$ cat src/rtl/mem_port_arbiter_if.sv
// Bus bundle for the unified memory port arbiter.
// Groups the fetch (I-side), load/store (D-side) and memory-side signals.
//   master : the arbiter's view (drives readies, responses and mem requests)
//   slave  : the environment's view (requesters plus memory)
// Clock and reset are not part of the bundle.
interface mem_port_arbiter_if #(
  parameter int ADDR_W = 32,
  parameter int DATA_W = 32
) ();
  // fetch side
  logic              if_req_valid;
  logic [ADDR_W-1:0] if_req_addr;
  logic              if_req_ready;
  logic              if_flush;
  logic              if_rsp_valid;
  logic [DATA_W-1:0] if_rsp_data;
  // load/store side
  logic              dm_req_valid;
  logic              dm_req_we;
  logic [ADDR_W-1:0] dm_req_addr;
  logic [DATA_W-1:0] dm_req_wdata;
  logic [3:0]        dm_req_be;
  logic              dm_req_ready;
  logic              dm_rsp_valid;
  logic [DATA_W-1:0] dm_rsp_data;
  // memory side
  logic              mem_ready;
  logic              mem_req_valid;
  logic              mem_req_we;
  logic [ADDR_W-1:0] mem_req_addr;
  logic [DATA_W-1:0] mem_req_wdata;
  logic [3:0]        mem_req_be;
  logic [DATA_W-1:0] mem_rdata;

  modport master (
    input  if_req_valid, if_req_addr, if_flush,
    output if_req_ready, if_rsp_valid, if_rsp_data,
    input  dm_req_valid, dm_req_we, dm_req_addr, dm_req_wdata, dm_req_be,
    output dm_req_ready, dm_rsp_valid, dm_rsp_data,
    input  mem_ready, mem_rdata,
    output mem_req_valid, mem_req_we, mem_req_addr, mem_req_wdata, mem_req_be
  );

  modport slave (
    output if_req_valid, if_req_addr, if_flush,
    input  if_req_ready, if_rsp_valid, if_rsp_data,
    output dm_req_valid, dm_req_we, dm_req_addr, dm_req_wdata, dm_req_be,
    input  dm_req_ready, dm_rsp_valid, dm_rsp_data,
    output mem_ready, mem_rdata,
    input  mem_req_valid, mem_req_we, mem_req_addr, mem_req_wdata, mem_req_be
  );
endinterface

$ cat src/rtl/mem_port_arbiter.sv
// Unified memory port arbiter.
// Shares one fixed-latency memory port between instruction fetch and the
// load/store path. At most one request is granted per cycle; D-side wins
// unless fetch has been denied STARVE_LIMIT consecutive cycles. A tag
// pipeline of READ_LATENCY stages remembers who owns each in-flight read so
// the returning mem_rdata is steered to the right requester. A fetch flush
// drops every in-flight fetch response.
// Ports:
//   clk   : rising-edge clock
//   reset : asynchronous active-high reset
//   bus   : mem_port_arbiter_if.master (fetch, load/store and memory signals)
module mem_port_arbiter #(
  parameter int ADDR_W       = 32,
  parameter int DATA_W       = 32,
  parameter int READ_LATENCY = 1,
  parameter int STARVE_LIMIT = 3
) (
  input logic               clk,
  input logic               reset,
  mem_port_arbiter_if.master bus
);

  localparam int         LAST       = READ_LATENCY - 1;
  localparam logic [3:0] STARVE_MAX = 4'(STARVE_LIMIT);

  logic [3:0]        starve_cnt;
  logic              starve;
  logic              grant_d;
  logic              grant_i;
  logic [ADDR_W-1:0] addr_sel;
  logic [DATA_W-1:0] wdata_sel;
  logic [3:0]        be_sel;
  logic              we_sel;

  // Tag pipeline: index 0 is the newest grant, LAST is the one whose data
  // is on mem_rdata this cycle. owner: 0 = fetch, 1 = load/store.
  logic [READ_LATENCY-1:0] tag_v;
  logic [READ_LATENCY-1:0] tag_owner;
  logic [READ_LATENCY-1:0] tag_we;

  // Arbitration: D-side priority unless fetch is starving.
  // Grants are suppressed while reset is asserted.
  always_comb begin
    starve  = (starve_cnt == STARVE_MAX);
    grant_d = ~reset & bus.mem_ready & bus.dm_req_valid
              & ~(starve & bus.if_req_valid);
    grant_i = ~reset & bus.mem_ready & bus.if_req_valid & ~grant_d;
  end

  // Request mux; fetches are full-word reads.
  always_comb begin
    addr_sel  = bus.if_req_addr;
    wdata_sel = '0;
    be_sel    = 4'hF;
    we_sel    = 1'b0;
    if (grant_d) begin
      addr_sel  = bus.dm_req_addr;
      wdata_sel = bus.dm_req_wdata;
      be_sel    = bus.dm_req_be;
      we_sel    = bus.dm_req_we;
    end
  end

  assign bus.dm_req_ready  = grant_d;
  assign bus.if_req_ready  = grant_i;
  assign bus.mem_req_valid = grant_d | grant_i;
  assign bus.mem_req_we    = we_sel;
  assign bus.mem_req_addr  = addr_sel;
  assign bus.mem_req_wdata = wdata_sel;
  assign bus.mem_req_be    = be_sel;

  // Starvation counter counts every denied fetch cycle, including cycles
  // where memory is busy, so fetch wins as soon as memory frees up.
  always_ff @(posedge clk or posedge reset) begin
    if (reset) begin
      starve_cnt <= '0;
    end else if (grant_i || !bus.if_req_valid) begin
      starve_cnt <= '0;
    end else if (starve_cnt != STARVE_MAX) begin
      starve_cnt <= starve_cnt + 4'd1;
    end
  end

  // Tag valid bits: a flush kills fetch entries as they shift; the grant
  // entering stage 0 on the flush edge is post-redirect and survives.
  always_ff @(posedge clk or posedge reset) begin
    if (reset) begin
      tag_v <= '0;
    end else begin
      tag_v[0] <= grant_d | grant_i;
      for (int i = 1; i < READ_LATENCY; i++) begin
        tag_v[i] <= tag_v[i-1] & ~(bus.if_flush & ~tag_owner[i-1]);
      end
    end
  end

  // Tag payload; only meaningful where the matching valid bit is set.
  always_ff @(posedge clk) begin
    tag_owner[0] <= grant_d;
    tag_we[0]    <= we_sel;
    for (int i = 1; i < READ_LATENCY; i++) begin
      tag_owner[i] <= tag_owner[i-1];
      tag_we[i]    <= tag_we[i-1];
    end
  end

  // Response steering from the oldest stage.
  assign bus.if_rsp_valid = tag_v[LAST] & ~tag_owner[LAST] & ~bus.if_flush;
  assign bus.dm_rsp_valid = tag_v[LAST] & tag_owner[LAST];
  assign bus.if_rsp_data  = bus.mem_rdata;
  assign bus.dm_rsp_data  = tag_we[LAST] ? '0 : bus.mem_rdata;

endmodule

$ cat src/flat_wrapper.sv
// flat-port wrapper written by rule: the top's interface ports become plain ports
module mem_port_arbiter_flat 
#(
  parameter int ADDR_W       = 32,
  parameter int DATA_W       = 32,
  parameter int READ_LATENCY = 1,
  parameter int STARVE_LIMIT = 3
)
  (clk, reset, bus_if_req_valid, bus_if_req_addr, bus_if_flush, bus_if_req_ready, bus_if_rsp_valid, bus_if_rsp_data, bus_dm_req_valid, bus_dm_req_we, bus_dm_req_addr, bus_dm_req_wdata, bus_dm_req_be, bus_dm_req_ready, bus_dm_rsp_valid, bus_dm_rsp_data, bus_mem_ready, bus_mem_rdata, bus_mem_req_valid, bus_mem_req_we, bus_mem_req_addr, bus_mem_req_wdata, bus_mem_req_be);
  mem_port_arbiter_if #(.ADDR_W(ADDR_W), .DATA_W(DATA_W)) bus_i ();
  input logic clk;
  input logic reset;
  input wire logic [$bits(bus_i.if_req_valid)-1:0] bus_if_req_valid;
  input wire logic [$bits(bus_i.if_req_addr)-1:0] bus_if_req_addr;
  input wire logic [$bits(bus_i.if_flush)-1:0] bus_if_flush;
  output wire logic [$bits(bus_i.if_req_ready)-1:0] bus_if_req_ready;
  output wire logic [$bits(bus_i.if_rsp_valid)-1:0] bus_if_rsp_valid;
  output wire logic [$bits(bus_i.if_rsp_data)-1:0] bus_if_rsp_data;
  input wire logic [$bits(bus_i.dm_req_valid)-1:0] bus_dm_req_valid;
  input wire logic [$bits(bus_i.dm_req_we)-1:0] bus_dm_req_we;
  input wire logic [$bits(bus_i.dm_req_addr)-1:0] bus_dm_req_addr;
  input wire logic [$bits(bus_i.dm_req_wdata)-1:0] bus_dm_req_wdata;
  input wire logic [$bits(bus_i.dm_req_be)-1:0] bus_dm_req_be;
  output wire logic [$bits(bus_i.dm_req_ready)-1:0] bus_dm_req_ready;
  output wire logic [$bits(bus_i.dm_rsp_valid)-1:0] bus_dm_rsp_valid;
  output wire logic [$bits(bus_i.dm_rsp_data)-1:0] bus_dm_rsp_data;
  input wire logic [$bits(bus_i.mem_ready)-1:0] bus_mem_ready;
  input wire logic [$bits(bus_i.mem_rdata)-1:0] bus_mem_rdata;
  output wire logic [$bits(bus_i.mem_req_valid)-1:0] bus_mem_req_valid;
  output wire logic [$bits(bus_i.mem_req_we)-1:0] bus_mem_req_we;
  output wire logic [$bits(bus_i.mem_req_addr)-1:0] bus_mem_req_addr;
  output wire logic [$bits(bus_i.mem_req_wdata)-1:0] bus_mem_req_wdata;
  output wire logic [$bits(bus_i.mem_req_be)-1:0] bus_mem_req_be;
  assign bus_i.if_req_valid = bus_if_req_valid;
  assign bus_i.if_req_addr = bus_if_req_addr;
  assign bus_i.if_flush = bus_if_flush;
  assign bus_if_req_ready = bus_i.if_req_ready;
  assign bus_if_rsp_valid = bus_i.if_rsp_valid;
  assign bus_if_rsp_data = bus_i.if_rsp_data;
  assign bus_i.dm_req_valid = bus_dm_req_valid;
  assign bus_i.dm_req_we = bus_dm_req_we;
  assign bus_i.dm_req_addr = bus_dm_req_addr;
  assign bus_i.dm_req_wdata = bus_dm_req_wdata;
  assign bus_i.dm_req_be = bus_dm_req_be;
  assign bus_dm_req_ready = bus_i.dm_req_ready;
  assign bus_dm_rsp_valid = bus_i.dm_rsp_valid;
  assign bus_dm_rsp_data = bus_i.dm_rsp_data;
  assign bus_i.mem_ready = bus_mem_ready;
  assign bus_i.mem_rdata = bus_mem_rdata;
  assign bus_mem_req_valid = bus_i.mem_req_valid;
  assign bus_mem_req_we = bus_i.mem_req_we;
  assign bus_mem_req_addr = bus_i.mem_req_addr;
  assign bus_mem_req_wdata = bus_i.mem_req_wdata;
  assign bus_mem_req_be = bus_i.mem_req_be;
  mem_port_arbiter #(.ADDR_W(ADDR_W), .DATA_W(DATA_W), .READ_LATENCY(READ_LATENCY), .STARVE_LIMIT(STARVE_LIMIT)) u_core (.clk(clk), .reset(reset), .bus(bus_i));
endmodule
$ cat config.mk
export PLATFORM = sky130hd
export DESIGN_NAME = mem_port_arbiter_flat
export DESIGN_NICKNAME = d
export VERILOG_FILES = /design/src/rtl/mem_port_arbiter_if.sv /design/src/rtl/mem_port_arbiter.sv /design/src/flat_wrapper.sv
export SDC_FILE = /design/constraint.sdc
export NUM_CORES = 1
export LEC_CHECK = 0
export BUFFER_PORTS_ARGS = -buffer_cell sky130_fd_sc_hd__buf_4
export CAP_MARGIN = 40
export CORE_AREA = 4 4 104 106
export CTS_BUF_LIST = sky130_fd_sc_hd__clkbuf_8
export CTS_CLUSTER_DIAMETER = 150
export DETAILED_ROUTE_END_ITERATION = 10
export DIE_AREA = 0 0 108 110
export PLACE_DENSITY = 0.52
export SLEW_MARGIN = 40
export SYNTH_ARGS = -nofsm -noshare
export SYNTH_HDL_FRONTEND = slang
export SYNTH_SLANG_ARGS = --single-unit
$ cat constraint.sdc
create_clock -name clk -period 4.36 [get_ports clk]
set_input_delay 0.436 -clock clk [delete_from_list [all_inputs] [get_ports clk]]
set_output_delay 0.436 -clock clk [all_outputs]
set_load 0.005 [all_outputs]
==> results of run 1 <==
[metal layers]
layer,GRT usage (%),share of wire (%)
met5,0,0
met4,1.353,0.34
met3,3.553,13
met2,24.02,56
met1,10.67,30
[state kept, by name, summed over array words and instances (netlist names)]
name               count
u_core.tag_owner       1
u_core.starve_cnt      4
u_core.tag_we          1
u_core.tag_v           1
[cell families (layout without fill, tap and decap cells)]
kind of cell	after synthesis	count (layout)	synth area share [%]
simple gates	85	85	38.37
buf+inv	43	282	21.69
compound gates	4	4	1.580
fa+ha+maj	1	1	0.8778
flops	7	7	11.59
xor+xnor	1	1	0.6147
mux	32	32	25.28
[layout make-up]
| type | instances | area [um2] | share of cell area, % |
|---|---|---|---|
| clock buffer | 3 | 41.29 | 1.210 |
| multi-input combinational | 123 | 950.9 | 27.87 |
| timing repair buffer | 277 | 2079 | 60.95 |
| tap | 133 | 166.4 | 4.877 |
| sequential | 7 | 166.4 | 4.877 |
| inverter | 1 | 3.754 | 0.1100 |
| clock inverter | 1 | 3.754 | 0.1100 |
[synthesized netlist by cell type, drive strengths merged]
cell type / instances
a21oi: 1
and2: 34
and4bb: 1
buf: 37
clkbuf: 5
dfrtp: 5
dfxtp: 2
ha: 1
inv: 1
mux2: 32
nand2b: 7
nand3: 3
nand3b: 1
nor2: 3
nor2b: 33
nor3b: 3
o21ai: 2
o31ai: 1
xor2: 1
[final timing paths]
path | start | end | cells past startpoint
max in group asynchronous | reset | u_core.starve_cnt[3]$_DFFE_PP0P_ | 2
min in group clk | bus_dm_req_we | u_core.tag_we$_DFF_P_ | 2
hold / removal | reset | u_core.tag_v$_DFF_PP0_ | 2
hold reg to reg | u_core.starve_cnt[0]$_DFFE_PP0P_ | u_core.starve_cnt[0]$_DFFE_PP0P_ | 1
setup / recovery | u_core.starve_cnt[0]$_DFFE_PP0P_ | bus_mem_req_addr[23] | 6
setup reg to reg | u_core.starve_cnt[0]$_DFFE_PP0P_ | u_core.tag_we$_DFF_P_ | 4
[critical path: stages, from the launching register on]
cell,delay (ns)
sky130_fd_sc_hd__dfrtp_1,0.40
sky130_fd_sc_hd__ha_1,0.24
sky130_fd_sc_hd__and4bb_4,0.23
sky130_fd_sc_hd__nor3b_4,0.29
sky130_fd_sc_hd__buf_4,0.56
sky130_fd_sc_hd__mux2_2,0.42
sky130_fd_sc_hd__buf_4,0.14
[through the flow]
step                worst slack (ns)  util [%]  hold WS, ns  instances  area [um2]
detailed placement             1.599     34.45       0.3653        541        3367
floorplan                      2.243         -       0.2145        173        1425
global placement               1.669     34.43       0.3627        541        3366
CTS                            1.350     34.91       0.1215        545        3412
global route                   1.212     34.91       0.1451        545        3412
finish                         1.367     34.91       0.1182        545        3412
[power by group through the flow]
stage,sequential [mW],clock [mW],combinational (mW)
3_5_place_dp,0.0737,0,0.276
4_1_cts,0.0729,0.0921,0.277
6_report,0.0729,0.0890,0.270
5_1_grt,0.0738,0.0969,0.293
3_3_place_gp,0.0733,0,0.274
2_1_floorplan,0.0711,0,0.0943
==> results.py, run 1 <==
metrics = {
    "die": {
        "die_width_um": 108,
        "initial_utilization_pct": 14.58,
        "io-pin-count": 277,
        "die_area_um2": 11880,
        "number_of_placement_rows": 36,
        "die_h_um": 110,
        "core-area_um2": 9774,
    },
    "outcome": {
        "status": "finished clean",
    },
    "timing": {
        "hold_violations": 0,
        "final_min_period_over_clock_period_pct": 68.65,
        "setup_viols_final": 0,
        "worstMarginPinSlew_ns": 0.6409,
        "worst_slew_margin_rel_pct": 57.27,
        "achievable-frequency_mhz": 334.1,
        "final_period_minus_worst_setup_slack_ns": 2.993,
        "totalNegativeSetupSlack_ns": 0,
        "rsz_0062_raised_after_global_routing": "no",
        "report.final.slew_viol_count": 0,
        "skew_ns": 0.0006032,
    },
    "pwr": {
        "sw_power_mw": 0.1147,
        "worst_ir_drop_vdd_mv": 0.06244,
        "p_seq_share_pct": 16.9,
        "p_total_mw": 0.4321,
        "combinationalPowerShare_pct": 62.5,
        "share_clk_of_total_power_pct": 20.6,
        "cellInternalPower_mw": 0.3174,
        "swShare_pct": 26.54,
        "power.density_cell_area_nw_per_um2": 126.6,
        "cellLeakagePower_nw": 1.820,
    },
    "clock_network": {
        "cts_resized": 0,
        "clkSlewWorstSetupHoldPaths_ns": 0.04,
        "cts.root.buffer_cell": "sky130_fd_sc_hd__clkbuf_8",
        "number_of_buffers_between_clock_root_and_the_deepest_sink": 2,
        "clock-sinks": 7,
        "cts_post_setup_buffers_inserted": 0,
        "cts_made_buffers": 3,
        "cts_tree": "done",
        "insertion_delay_ns": 0.23,
        "postCtsHoldBufs": 0,
        "cts_max_level": 1,
    },
    "setup_path": {
        "r2r_slack_ns": 2.95,
        "crit_arrival_ns": 2.56,
        "startpoint_type": "register",
        "cp.required_ns": 3.92,
        "endpoint_kind": "primary output",
        "cp_max_fo": 67,
        "worst-setup-path-type": "reg -> out",
    },
    "synthesis": {
        "synth.net_count": 313,
        "post-synth-top-area-fraction_pct": 23.71,
        "synthDistinctLibCells": 23,
        "yosys-top-cells-area": "sky130_fd_sc_hd__mux2_2, sky130_fd_sc_hd__buf_4, sky130_fd_sc_hd__and2_1",
        "syn_inst": 173,
        "synth_largest_area_cell": "sky130_fd_sc_hd__mux2_2",
        "synth.cell_area_um2": 1425,
        "yosysWarnings": 0,
        "synth_sequential_area_ratio_pct": 11.59,
        "synth_area_per_cell_um2": 8.238,
        "synth.ff_latch_count": 7,
    },
    "global_route": {
        "antenna_found_initial": 0,
        "grt_max_degree": 68,
        "grt_first_pass_wirelength_um": 10610,
        "grt_pass1_vias": 2067,
        "global_route.overflow_total": 0,
        "grt_usage_pct": 11.30,
    },
    "layout": {
        "layout.cells.most_common": "sky130_fd_sc_hd__buf_4",
        "antennaDiodeCount": 0,
        "area_growth_pct": 139.4,
        "commonest_cells_after_routing_fill_and_taps_aside": "sky130_fd_sc_hd__buf_4, sky130_fd_sc_hd__and2_1, sky130_fd_sc_hd__nor2b_1",
        "filler_cell_count": 1002,
        "post_route_cells_drive_above_1_share_pct": 75.97,
        "finalNetCount": 553,
    },
    "place": {
        "port_buffers": 276,
        "dp_hpwl_um": 7199,
        "place.gp.congestion": 0.7433,
    },
    "routing": {
        "detail_route.iter0.violations": 48,
        "avgViaCountPerCell": 3.772,
        "detail_route.wirelength_um": 7925,
        "route.detailed.drc": 0,
        "route.vias.total": 2056,
        "ant_nets": 0,
        "routedWlPerCell_um": 14.54,
        "firstDrtPassIters": 3,
    },
    "hold_path": {
        "tightest_hold_check_type": "in -> async",
    },
    "job": {
        "cap_violations": 0,
    },
}
Power figures use the tool's default switching activity.
==> run 2, diff against run 1 <==
--- a/config.mk
+++ b/config.mk
@@ -7,11 +7,11 @@
 export LEC_CHECK = 0
 export BUFFER_PORTS_ARGS = -buffer_cell sky130_fd_sc_hd__buf_4
 export CAP_MARGIN = 40
-export CORE_AREA = 4 4 104 106
+export CORE_AREA = 4 4 106 108
 export CTS_BUF_LIST = sky130_fd_sc_hd__clkbuf_8
 export CTS_CLUSTER_DIAMETER = 150
 export DETAILED_ROUTE_END_ITERATION = 10
-export DIE_AREA = 0 0 108 110
+export DIE_AREA = 0 0 110 112
 export PLACE_DENSITY = 0.52
 export SLEW_MARGIN = 40
 export SYNTH_ARGS = -nofsm -noshare
==> constraint.sdc (replaced) <==
create_clock -name clk -period 2.5 [get_ports clk]
set_input_delay 0.25 -clock clk [delete_from_list [all_inputs] [get_ports clk]]
set_output_delay 0.25 -clock clk [all_outputs]
set_load 0.005 [all_outputs]
==> run 2 against run 1 <==
Final cell count up 1.5%. Critical path depth up 1. Sequential power increased by 69%. Largest power group unchanged. Clock power is 73% higher. Critical endpoint is now bus_mem_req_addr[1]. Highest routed layer unchanged. Global-route usage fell by 0.51 points.
==> results.py, run 2 (synthesis gave the netlist of run 1 again) <==
metrics = {
    "routing": {
        "avgViaCountPerCell": 3.817,
        "route.detailed.drc": 0,
        "ant_nets": 0,
        "routedWlPerCell_um": 13.98,
        "detail_route.iter0.violations": 34,
        "firstDrtPassIters": 4,
        "detail_route.wirelength_um": 7729,
        "route.vias.total": 2111,
    },
    "die": {
        "core-area_um2": 10230,
        "die_h_um": 112,
        "die_area_um2": 12320,
        "die_width_um": 110,
        "number_of_placement_rows": 37,
        "initial_utilization_pct": 13.93,
        "io-pin-count": 277,
    },
    "pwr": {
        "cellInternalPower_mw": 0.5619,
        "worst_ir_drop_vdd_mv": 0.09573,
        "sw_power_mw": 0.1984,
        "share_clk_of_total_power_pct": 20.2,
        "power.density_cell_area_nw_per_um2": 218.0,
        "combinationalPowerShare_pct": 63.6,
        "swShare_pct": 26.10,
        "p_seq_share_pct": 16.2,
        "cellLeakagePower_nw": 1.854,
    },
    "clock_network": {
        "clkSlewWorstSetupHoldPaths_ns": 0.04,
        "cts.root.buffer_cell": "sky130_fd_sc_hd__clkbuf_8",
        "cts_max_level": 1,
        "cts_tree": "done",
        "insertion_delay_ns": 0.23,
        "number_of_buffers_between_clock_root_and_the_deepest_sink": 2,
        "clock-sinks": 7,
        "cts_made_buffers": 3,
    },
    "setup_path": {
        "endpoint_kind": "primary output",
        "cp.required_ns": 2.25,
        "cp_max_fo": 25,
        "startpoint_type": "register",
        "worst-setup-path-type": "reg -> out",
        "crit_arrival_ns": 2.16,
    },
    "layout": {
        "layout.cells.most_common": "sky130_fd_sc_hd__buf_4",
        "commonest_cells_after_routing_fill_and_taps_aside": "sky130_fd_sc_hd__buf_4, sky130_fd_sc_hd__and2_1, sky130_fd_sc_hd__nor2b_1",
        "post-route-cell-area_um2": 3488,
        "filler_cell_count": 1061,
        "postLayoutCoreUtil_pct": 34.10,
        "largest_register": "u_core.starve_cnt",
        "area_growth_pct": 144.8,
        "finalNetCount": 558,
        "antennaDiodeCount": 0,
        "largest_register_ffs": 4,
        "post_route_cells_drive_above_1_share_pct": 75.78,
    },
    "global_route": {
        "grt_first_pass_wirelength_um": 10650,
        "grt_pass1_vias": 2171,
        "grt_max_degree": 50,
        "grt_usage_pct": 10.79,
        "global_route.overflow_total": 0,
        "antenna_found_initial": 0,
    },
    "place": {
        "place.gp.congestion": 0.6811,
        "dp_hpwl_um": 6790,
        "detailed_place.area_um2": 3397,
        "port_buffers": 276,
    },
    "timing": {
        "totalNegativeSetupSlack_ns": 0,
        "hold_violations": 0,
        "achievable-frequency_mhz": 415.6,
        "final_period_minus_worst_setup_slack_ns": 2.406,
        "final_min_period_over_clock_period_pct": 96.24,
        "worstMarginPinSlew_ns": 0.4659,
        "report.final.slew_viol_count": 0,
        "setup_viols_final": 0,
        "rsz_0062_raised_after_global_routing": "no",
        "skew_ns": 0.004044,
        "worst_slew_margin_rel_pct": 68.61,
    },
    "job": {
        "cap_violations": 0,
    },
    "outcome": {
        "status": "finished clean",
    },
    "hold_path": {
        "tightest_hold_check_type": "in -> reg",
    },
}
[run 2: cell count changes in the layout (fill, tap and decap cells not counted)]
cell and change:
sky130_fd_sc_hd__buf_12 +1, sky130_fd_sc_hd__buf_4 +1, sky130_fd_sc_hd__buf_6 +1, sky130_fd_sc_hd__clkbuf_16 +1, sky130_fd_sc_hd__dfxtp_1 +1, sky130_fd_sc_hd__dfxtp_2 -1
sky130_fd_sc_hd__dlygate4sd3_1 +1
[run 2: per-stage QoR]
step | total power [mW] | hold WS [ns] | setup WS [ns] | cells
3_3_place_gp | 0.6069 | 0.1787 | 0.3607 | 546
6_report | 0.7604 | 0.2610 | 0.09394 | 553
5_1_grt | 0.8207 | 0.2667 | 0.007321 | 553
4_1_cts | 0.7708 | 0.2636 | 0.07097 | 551
2_1_floorplan | 0.2885 | 0.02852 | 0.5689 | 173
3_5_place_dp | 0.6090 | 0.1918 | 0.3324 | 546
[run 2: cell type report]
cell class                      instances  area [um2]  share of cell area (%)
Timing Repair Buffer                  282        2153                   61.73
Clock inverter                          1       3.754                  0.1076
Tap cell                              136       170.2                   4.878
Clock buffer                            3       41.29                   1.184
Inverter                                1       3.754                  0.1076
Multi-Input combinational cell        123       950.9                   27.26
Sequential cell                         7       165.2                   4.735
[run 2: final timing paths]
check / start / end / slack [ns] / depth (start not counted)
worst max-delay path: u_core.starve_cnt[0]$_DFFE_PP0P_ / bus_mem_req_addr[1] / 0.09 / 7
worst min-delay path: bus_dm_req_we / u_core.tag_we$_DFF_P_ / 0.26 / 2
worst max register to register: u_core.starve_cnt[0]$_DFFE_PP0P_ / u_core.tag_we$_DFF_P_ / 0.85 / 6
worst min register to register: u_core.starve_cnt[0]$_DFFE_PP0P_ / u_core.starve_cnt[0]$_DFFE_PP0P_ / 0.53 / 1
max in group asynchronous: reset / u_core.starve_cnt[3]$_DFFE_PP0P_ / 1.80 / 3
min in group asynchronous: reset / u_core.starve_cnt[2]$_DFFE_PP0P_ / 0.51 / 3
[run 2: metal layers]
layer  GRT usage (%)  wire length [um]  vias to the layer above
li1                -                 -                     1015
met1           10.41              2312                      941
met2           21.84              4268                      151
met3           3.362              1103                        4
met4           1.746                45                        0
met5               0                 0                        -
[run 2: timing repair]
action	CTS	global route
buffers inserted	0	1
hold endpoints to repair	5	0
setup endpoints to repair	0	2
gates resized for setup	0	1
hold buffers	1	0
[run 2: worst max-delay path: stages (launching register included)]
cell,delay [ns]
sky130_fd_sc_hd__dfrtp_1,0.41
sky130_fd_sc_hd__ha_1,0.24
sky130_fd_sc_hd__and4bb_4,0.23
sky130_fd_sc_hd__nor3b_4,0.17
sky130_fd_sc_hd__buf_4,0.18
sky130_fd_sc_hd__buf_12,0.18
sky130_fd_sc_hd__mux2_2,0.36
sky130_fd_sc_hd__buf_4,0.14
[run 2: power groups by stage]
stage / logic (mW) / clock network, mW / registers [mW]
3_3_place_gp: 0.483 / 0 / 0.124
4_1_cts: 0.488 / 0.160 / 0.123
5_1_grt: 0.527 / 0.170 / 0.123
6_report: 0.484 / 0.154 / 0.123
3_5_place_dp: 0.485 / 0 / 0.124
2_1_floorplan: 0.165 / 0 / 0.124
